**src/rtl/bnn_pkg.sv**
```systemverilog
// Shared types and helpers for the binarised layer engine and its memory models.
package bnn_pkg;

    typedef enum logic [2:0] {
        S_IDLE  = 3'd0,
        S_FETCH = 3'd1,
        S_ACT   = 3'd2,
        S_WRITE = 3'd3,
        S_DONE  = 3'd4
    } state_e;

    // Ceiling log2, usable in parameter expressions; clog2(1) == 0.
    function automatic int clog2(input int v);
        int r;
        r = 0;
        for (int x = v - 1; x > 0; x = x >> 1) r++;
        return r;
    endfunction

    localparam int DEF_LANES      = 8;
    localparam int DEF_W_ADDR_LEN = 20;
    localparam int DEF_X_ADDR_LEN = 10;

endpackage

```
**src/rtl/bnn_xnor_popcount.sv**
```systemverilog
// Combinational LANES-wide XNOR, lane mask and popcount.
module bnn_xnor_popcount
    import bnn_pkg::*;
#(
    parameter int  LANES = DEF_LANES,
    localparam int PW    = clog2(LANES + 1)
) (
    input  logic [LANES-1:0] i_w,
    input  logic [LANES-1:0] i_x,
    input  logic [LANES-1:0] i_mask,
    output logic [PW-1:0]    o_cnt
);

    logic [LANES-1:0] w_match;
    assign w_match = ~(i_w ^ i_x) & i_mask;

    // Count matching lanes that fall inside the mask.
    always_comb begin
        o_cnt = '0;
        for (int i = 0; i < LANES; i++) o_cnt = o_cnt + PW'(w_match[i]);
    end

endmodule

```
**src/rtl/bnn_layer_engine.sv**
```systemverilog
// One binarised layer: stream W/X words, XNOR-popcount per neuron,
// sign-activate, pack LANES bits per word and write back to a dst bank.
module bnn_layer_engine
    import bnn_pkg::*;
#(
    parameter int  LANES      = DEF_LANES,
    parameter int  N_IN_MAX   = 1024,
    parameter int  N_OUT_MAX  = 1024,
    parameter int  W_ADDR_LEN = DEF_W_ADDR_LEN,
    parameter int  X_ADDR_LEN = DEF_X_ADDR_LEN,
    parameter int  W_SEL_LEN  = 2,
    parameter int  X_SEL_LEN  = 2,
    localparam int CNT_W      = clog2(N_IN_MAX + 1),
    localparam int OUT_W      = clog2(N_OUT_MAX + 1),
    localparam int PW         = clog2(LANES + 1),
    localparam int LW         = (LANES > 1) ? clog2(LANES) : 1
) (
    input  logic                  i_clk,
    input  logic                  i_rst,
    input  logic                  i_en,
    input  logic                  i_start,
    input  logic [CNT_W-1:0]      i_cfg_n_in,
    input  logic [OUT_W-1:0]      i_cfg_n_out,
    input  logic [W_ADDR_LEN-1:0] i_cfg_w_base,
    input  logic [W_SEL_LEN-1:0]  i_cfg_w_sel,
    input  logic [X_SEL_LEN-1:0]  i_cfg_src_sel,
    input  logic [X_SEL_LEN-1:0]  i_cfg_dst_sel,
    output logic                  o_busy,
    output logic                  o_done,
    output logic                  o_err,
    output logic [W_ADDR_LEN-1:0] o_w_addr,
    output logic [W_SEL_LEN-1:0]  o_w_sel,
    output logic                  o_w_rq,
    input  logic [LANES-1:0]      i_w_data,
    output logic [X_ADDR_LEN-1:0] o_x_addr,
    output logic [X_SEL_LEN-1:0]  o_x_sel,
    output logic                  o_x_rq,
    input  logic [LANES-1:0]      i_x_data,
    output logic                  o_x_wq,
    output logic [LANES-1:0]      o_wx_write
);

    state_e                r_state, w_next;
    logic [CNT_W-1:0]      r_n_in, r_words, r_k, r_acc;
    logic [OUT_W-1:0]      r_n_out, r_j;
    logic [W_ADDR_LEN-1:0] r_wptr;
    logic [W_SEL_LEN-1:0]  r_w_sel;
    logic [X_SEL_LEN-1:0]  r_src, r_dst;
    logic [LANES-1:0]      r_mask, r_pack;
    logic                  r_err;

    logic [CNT_W-1:0]      w_words, w_acc_fin;
    logic [LW-1:0]         w_rem, w_lane;
    logic [LANES-1:0]      w_mask, w_pmask;
    logic [PW-1:0]         w_cnt;
    logic                  w_reject, w_last_k, w_last_j, w_word_full, w_bit;

    assign w_words  = CNT_W'(({1'b0, i_cfg_n_in} + (CNT_W+1)'(LANES - 1)) / (CNT_W+1)'(LANES));
    assign w_rem    = LW'(i_cfg_n_in % CNT_W'(LANES));
    assign w_reject = (i_cfg_n_in == '0) || (i_cfg_n_out == '0) ||
                      (i_cfg_n_in > CNT_W'(N_IN_MAX)) || (i_cfg_n_out > OUT_W'(N_OUT_MAX)) ||
                      (i_cfg_src_sel == i_cfg_dst_sel);

    // Last-word lane mask: a zero remainder means the last word is full.
    always_comb begin
        w_mask = '0;
        for (int i = 0; i < LANES; i++) w_mask[i] = (w_rem == '0) || (LW'(i) < w_rem);
    end

    assign w_last_k    = (r_k == r_words - CNT_W'(1));
    assign w_last_j    = (r_j == r_n_out - OUT_W'(1));
    assign w_lane      = LW'(r_j % OUT_W'(LANES));
    assign w_word_full = (w_lane == LW'(LANES - 1));
    // Only the word consumed in ACT is the last one of a neuron.
    assign w_pmask     = (r_state == S_ACT) ? r_mask : '1;

    bnn_xnor_popcount #(.LANES(LANES)) u_pop (
        .i_w    (i_w_data),
        .i_x    (i_x_data),
        .i_mask (w_pmask),
        .o_cnt  (w_cnt)
    );

    assign w_acc_fin = r_acc + CNT_W'(w_cnt);
    // Sign activation with ties firing: 2*acc >= n_in, one extra bit of headroom.
    assign w_bit     = ({w_acc_fin, 1'b0} >= {1'b0, r_n_in});

    // State register.
    always_ff @(posedge i_clk or negedge i_rst) begin
        if (!i_rst) r_state <= S_IDLE;
        else        r_state <= w_next;
    end

    // Next-state logic; en low always returns to IDLE.
    always_comb begin
        w_next = r_state;
        case (r_state)
            S_IDLE:  if (i_start) w_next = w_reject ? S_DONE : S_FETCH;
            S_FETCH: if (w_last_k) w_next = S_ACT;
            S_ACT:   w_next = (w_word_full || w_last_j) ? S_WRITE : S_FETCH;
            S_WRITE: w_next = w_last_j ? S_DONE : S_FETCH;
            S_DONE:  w_next = S_IDLE;
            default: w_next = S_IDLE;
        endcase
        if (!i_en) w_next = S_IDLE;
    end

    // Outputs decoded from state; strobes are additionally gated by en.
    always_comb begin
        o_busy     = 1'b0;
        o_done     = 1'b0;
        o_err      = 1'b0;
        o_w_addr   = '0;
        o_w_sel    = '0;
        o_w_rq     = 1'b0;
        o_x_addr   = '0;
        o_x_sel    = '0;
        o_x_rq     = 1'b0;
        o_x_wq     = 1'b0;
        o_wx_write = '0;
        case (r_state)
            S_FETCH: begin
                o_busy   = 1'b1;
                o_w_rq   = i_en;
                o_x_rq   = i_en;
                o_w_addr = r_wptr;
                o_w_sel  = r_w_sel;
                o_x_addr = X_ADDR_LEN'(r_k);
                o_x_sel  = r_src;
            end
            S_ACT:   o_busy = 1'b1;
            S_WRITE: begin
                o_busy     = 1'b1;
                o_x_wq     = i_en;
                o_x_addr   = X_ADDR_LEN'(r_j / OUT_W'(LANES));
                o_x_sel    = r_dst;
                o_wx_write = r_pack;
            end
            S_DONE: begin
                o_done = i_en;
                o_err  = i_en & r_err;
            end
            default: ;
        endcase
    end

    // Datapath: config latch, word/neuron counters, weight pointer, acc and pack.
    always_ff @(posedge i_clk or negedge i_rst) begin
        if (!i_rst) begin
            r_n_in  <= '0;
            r_n_out <= '0;
            r_words <= '0;
            r_mask  <= '0;
            r_wptr  <= '0;
            r_w_sel <= '0;
            r_src   <= '0;
            r_dst   <= '0;
            r_err   <= 1'b0;
            r_k     <= '0;
            r_j     <= '0;
            r_acc   <= '0;
            r_pack  <= '0;
        end else if (!i_en) begin
            r_k    <= '0;
            r_j    <= '0;
            r_acc  <= '0;
            r_pack <= '0;
        end else begin
            case (r_state)
                S_IDLE: if (i_start) begin
                    r_n_in  <= i_cfg_n_in;
                    r_n_out <= i_cfg_n_out;
                    r_words <= w_words;
                    r_mask  <= w_mask;
                    r_wptr  <= i_cfg_w_base;
                    r_w_sel <= i_cfg_w_sel;
                    r_src   <= i_cfg_src_sel;
                    r_dst   <= i_cfg_dst_sel;
                    r_err   <= w_reject;
                    r_k     <= '0;
                    r_j     <= '0;
                    r_acc   <= '0;
                    r_pack  <= '0;
                end
                S_FETCH: begin
                    // Word k-1 returns while word k is requested.
                    r_wptr <= r_wptr + W_ADDR_LEN'(1);
                    if (r_k != '0) r_acc <= w_acc_fin;
                    r_k <= w_last_k ? '0 : r_k + CNT_W'(1);
                end
                S_ACT: begin
                    r_pack[w_lane] <= w_bit;
                    r_acc          <= '0;
                    if (!(w_word_full || w_last_j)) r_j <= r_j + OUT_W'(1);
                end
                S_WRITE: begin
                    r_pack <= '0;
                    if (!w_last_j) r_j <= r_j + OUT_W'(1);
                end
                default: ;
            endcase
        end
    end

endmodule

```
**config.mk**
```make
export PLATFORM = sky130hd
export DESIGN_NAME = bnn_layer_engine
export DESIGN_NICKNAME = d
export VERILOG_FILES = /design/src/rtl/bnn_pkg.sv /design/src/rtl/bnn_xnor_popcount.sv /design/src/rtl/bnn_layer_engine.sv
export SDC_FILE = /design/constraint.sdc
export NUM_CORES = 1
export LEC_CHECK = 0
export ABC_CLOCK_PERIOD_IN_PS = 6800
export CAP_MARGIN = 0
export CORE_MARGIN = 2
export CORE_UTILIZATION = 49
export CTS_CLUSTER_DIAMETER = 100
export CTS_CLUSTER_SIZE = 28
export DETAILED_ROUTE_END_ITERATION = 10
export PLACE_DENSITY = 0.76
export SYNTH_ARGS = -nofsm -noshare
export SYNTH_HDL_FRONTEND = slang
export SYNTH_SLANG_ARGS = --single-unit
```
**constraint.sdc**
```tcl
create_clock -name i_clk -period 6.8 [get_ports i_clk]
set_input_delay 1.02 -clock i_clk [delete_from_list [all_inputs] [get_ports i_clk]]
set_output_delay 1.02 -clock i_clk [all_outputs]
set_load 0.1 [all_outputs]
```
==> flow_summary.ini <==
[outcome]
outcome = complete, no violations

[sta]
fmax_mhz = 157
min_period_ns = 6.35
period_share_pct = 93.4
max_slew_margin_pct = 17.6
finalMaxSlewViolations = 0
setup_tns_ns = 0
finalSetupViolCount = 0
rsz0062_at_grt = false
hold_viol_final = 0
fin_ws_ns = 0.450
clock-skew-final_ns = 0.0124
worst_pin_slew_ns = 1.24

[worst_setup_path]
r2r_start = r_state[2]$_DFFE_PN0P_
start_kind = input port
crit_buf_inv = 6
cp.arrival_ns = 6.61
r2r_end = r_pack[0]$_DFFE_PN0P_
critPathCaptureType = flop
cp.required_ns = 7.06
rr_worst_depth = 26
r2r_slack_ns = 0.46
critPathSlowestCell = fa_1
critPathKind = input port to flop
crit_fanout = 8
cp_top_family = adder cells
cp_slowest_stage_delay_ns = 0.54

[die]
core_mm2 = 0.0145
dieArea_mm2 = 0.0158
ios = 116
start_util_pct = 50.1
die_h_um = 126
die_x_um = 126
num_rows = 44

[yosys]
synth_top_cell_by_area = dfrtp_1
netlist_instances = 887
synth_area_leaders = dfrtp_1 38%, nand2_1 7.3%, o21ai_0 5.3%
yosys_register_bits = 110
synth-async-reset-ratio_pct = 100
seq_area_frac_synth_pct = 38.0
synth-edff-count = 0
synth_most_common_cell = nand2_1
synth_top_flop_cell = dfrtp_1
synth_area_mm2 = 0.00725
netlist_top_cells_count = 141 x nand2_1, 110 x dfrtp_1, 77 x o21ai_0, 70 x nor2_1, 49 x a21oi_1
yosysWarnings = 0
synth_cell_types = 63
synth.avg_cell_area_um2 = 8.17
synth_top_area_share_pct = 38.0
synth_fp_nets = 984

[global_routing]
grt_pass1_wl_um = 30000
grt_max_degree = 63
grt_pass1_vias = 6029
groute.usage.overall_pct = 23.2
overflow = 0
antenna_found_initial = 0

[flow_run]
maxCapViolations = 0

[clocking]
htree_levels = 3
clock-root-buffer = clkbuf_16
clk_path_buf_depth = 2
numClockSinks = 110
post_cts_buffers = 0
cts_tree = done
hold_buffers = 0
cts_resized = 0
clk_pin_slew_ns = 0.08
cts_made_buffers = 9
clk_latency_ns = 0.37

[drt]
drt_iter0_drc = 493
drtPass1Iterations = 5
avgRoutedWirePerCell_um = 15.4
num_vias = 6578
wl_um = 18000
ant_nets = 0
post-route-drc-count = 0
post_drt_via_cell_ratio = 5.65

[power]
total_leakage_power_nw = 3.75
powerDensity_mw_per_mm2 = 220
finalPower_mw = 1.94
peakVddDrop_v = 0.000139

[place]
pre_cts_ws_ns = 0.0549
gp_congestion = 0.843
port_buffers = 115
dp_hpwl_um = 13000

[hold_path]
whs_endpoint = r_w_sel[1]$_DFFE_PN0P_
hp-start = r_w_sel[1]$_DFFE_PN0P_
hp-class = flop to flop
hold_path_depth = 2

[layout]
diodes = 0
fillers = 1280
final_nets = 1073
drive_above_1_share_pct = 4.59
area_growth_pct = 22.0
==> cell type report <==
class	count	area (um2)	area share (%)
inverter	47	176	1.99
clock buffer	10	239	2.70
clock inverter	6	70.1	0.792
timing repair buffer	126	1230	13.9
multi-input combinational	682	4140	46.9
sequential	110	2750	31.1
tap	184	230	2.60
==> worst max-delay path by stage <==
stage                                       end  depth (start not counted)  slack [ns]                    from
after global routing      r_pack[2]$_DFFE_PN0P_                         26        0.04  r_state[2]$_DFFE_PN0P_
after floorplan           r_pack[3]$_DFFE_PN0P_                         24        0.52  r_state[1]$_DFFE_PN0P_
after detailed placement  r_pack[1]$_DFFE_PN0P_                         25        0.05             i_w_data[0]
after global placement    r_pack[2]$_DFFE_PN0P_                         25        0.13             i_w_data[0]
after CTS                 r_pack[0]$_DFFE_PN0P_                         25        0.45             i_w_data[0]
final                     r_pack[0]$_DFFE_PN0P_                         25        0.45             i_w_data[0]
==> layer usage <==
| metal | GRT usage (%) | share of wire [%] | vias to the layer above |
|---|---|---|---|
| li1 | - | - | 3262 |
| met1 | 33.4 | 47 | 3069 |
| met2 | 35.2 | 45 | 221 |
| met3 | 4.25 | 6.6 | 26 |
| met4 | 8.82 | 2.1 | 0 |
| met5 | 0 | 0 | - |
==> kinds of logic (layout without fill, tap and decap cells) <==
kind of cell	Yosys count	in the layout	share of synthesized area, %
AND/OR/NAND/NOR	369	369	24.5
AO/OA/AOI/OAI	220	220	19.2
flip-flops	110	110	38.0
buffers and inverters	95	189	5.06
XOR/XNOR	60	60	7.25
adder cells (fa/ha/maj)	29	29	5.52
multiplexers	4	4	0.552
==> sequential cells by signal, indices dropped and copies added (netlist names), 9 cells and up <==
register and cells:
r_n_in 11, r_wptr 20, r_j 11, r_words 9, r_k 11, r_acc 11, r_n_out 11
==> worst reg2reg max path, cell delays in order (launching register included) <==
cell      delay, ns
dfrtp_1        0.49
inv_1          0.23
nand3_1        0.31
nor2_1         0.23
nor2_1         0.07
ha_1           0.27
inv_1          0.05
fa_1           0.52
fa_1           0.54
inv_1          0.05
fa_1           0.43
inv_1          0.08
fa_1           0.45
inv_1          0.08
ha_1           0.22
a21o_1         0.17
a21oi_1        0.22
nor2b_1        0.10
o2111a_1       0.29
and3_1         0.23
xor2_1         0.15
ha_1           0.27
o21ai_0        0.07
a31oi_1        0.16
o311ai_1       0.11
buf_4          0.20
o41ai_1        0.26
==> stage by stage <==
stage / instance area, um2 / hold slack [ns] / utilization, % / cells
2_1_floorplan: 7250 / 0.435 / - / 887
6_report: 8840 / 0.470 / 61.1 / 1165
3_5_place_dp: 8530 / 0.456 / 58.9 / 1149
5_1_grt: 8840 / 0.490 / 61.1 / 1165
4_1_cts: 8840 / 0.473 / 61.1 / 1165
3_3_place_gp: 8530 / 0.451 / 58.9 / 1149
==> where the power goes <==
| group | switching, mW | internal (mW) | total [mW] |
|---|---|---|---|
| clock | 0.259 | 0.299 | 0.558 |
| combinational | 0.319 | 0.240 | 0.560 |
| sequential | 0.0894 | 0.737 | 0.826 |
==> layout by cell type (no fill, tap or decap), types with 4 or more instances in the layout <==
master / count
a31oi_1: 14
nor2b_1: 11
a21oi_1: 49
fa_1: 5
a22o_1: 9
nor3_1: 17
o41ai_1: 4
nor4_1: 5
dfrtp_1: 110
clkdlybuf4s50_1: 114
buf_4: 12
nor3b_1: 4
nand2_1: 141
o31a_1: 6
o31ai_1: 9
and3_1: 14
o211ai_1: 7
and2_1: 31
or3_1: 5
o21a_1: 5
clkbuf_16: 9
ha_1: 24
o311ai_1: 4
o22ai_1: 10
or2_2: 4
nor2_1: 69
xor2_1: 27
inv_1: 45
o21ai_0: 77
xnor2_1: 33
nand4_1: 10
nand3_1: 35
mux2i_1: 4
(Power assumes the default switching activity.)
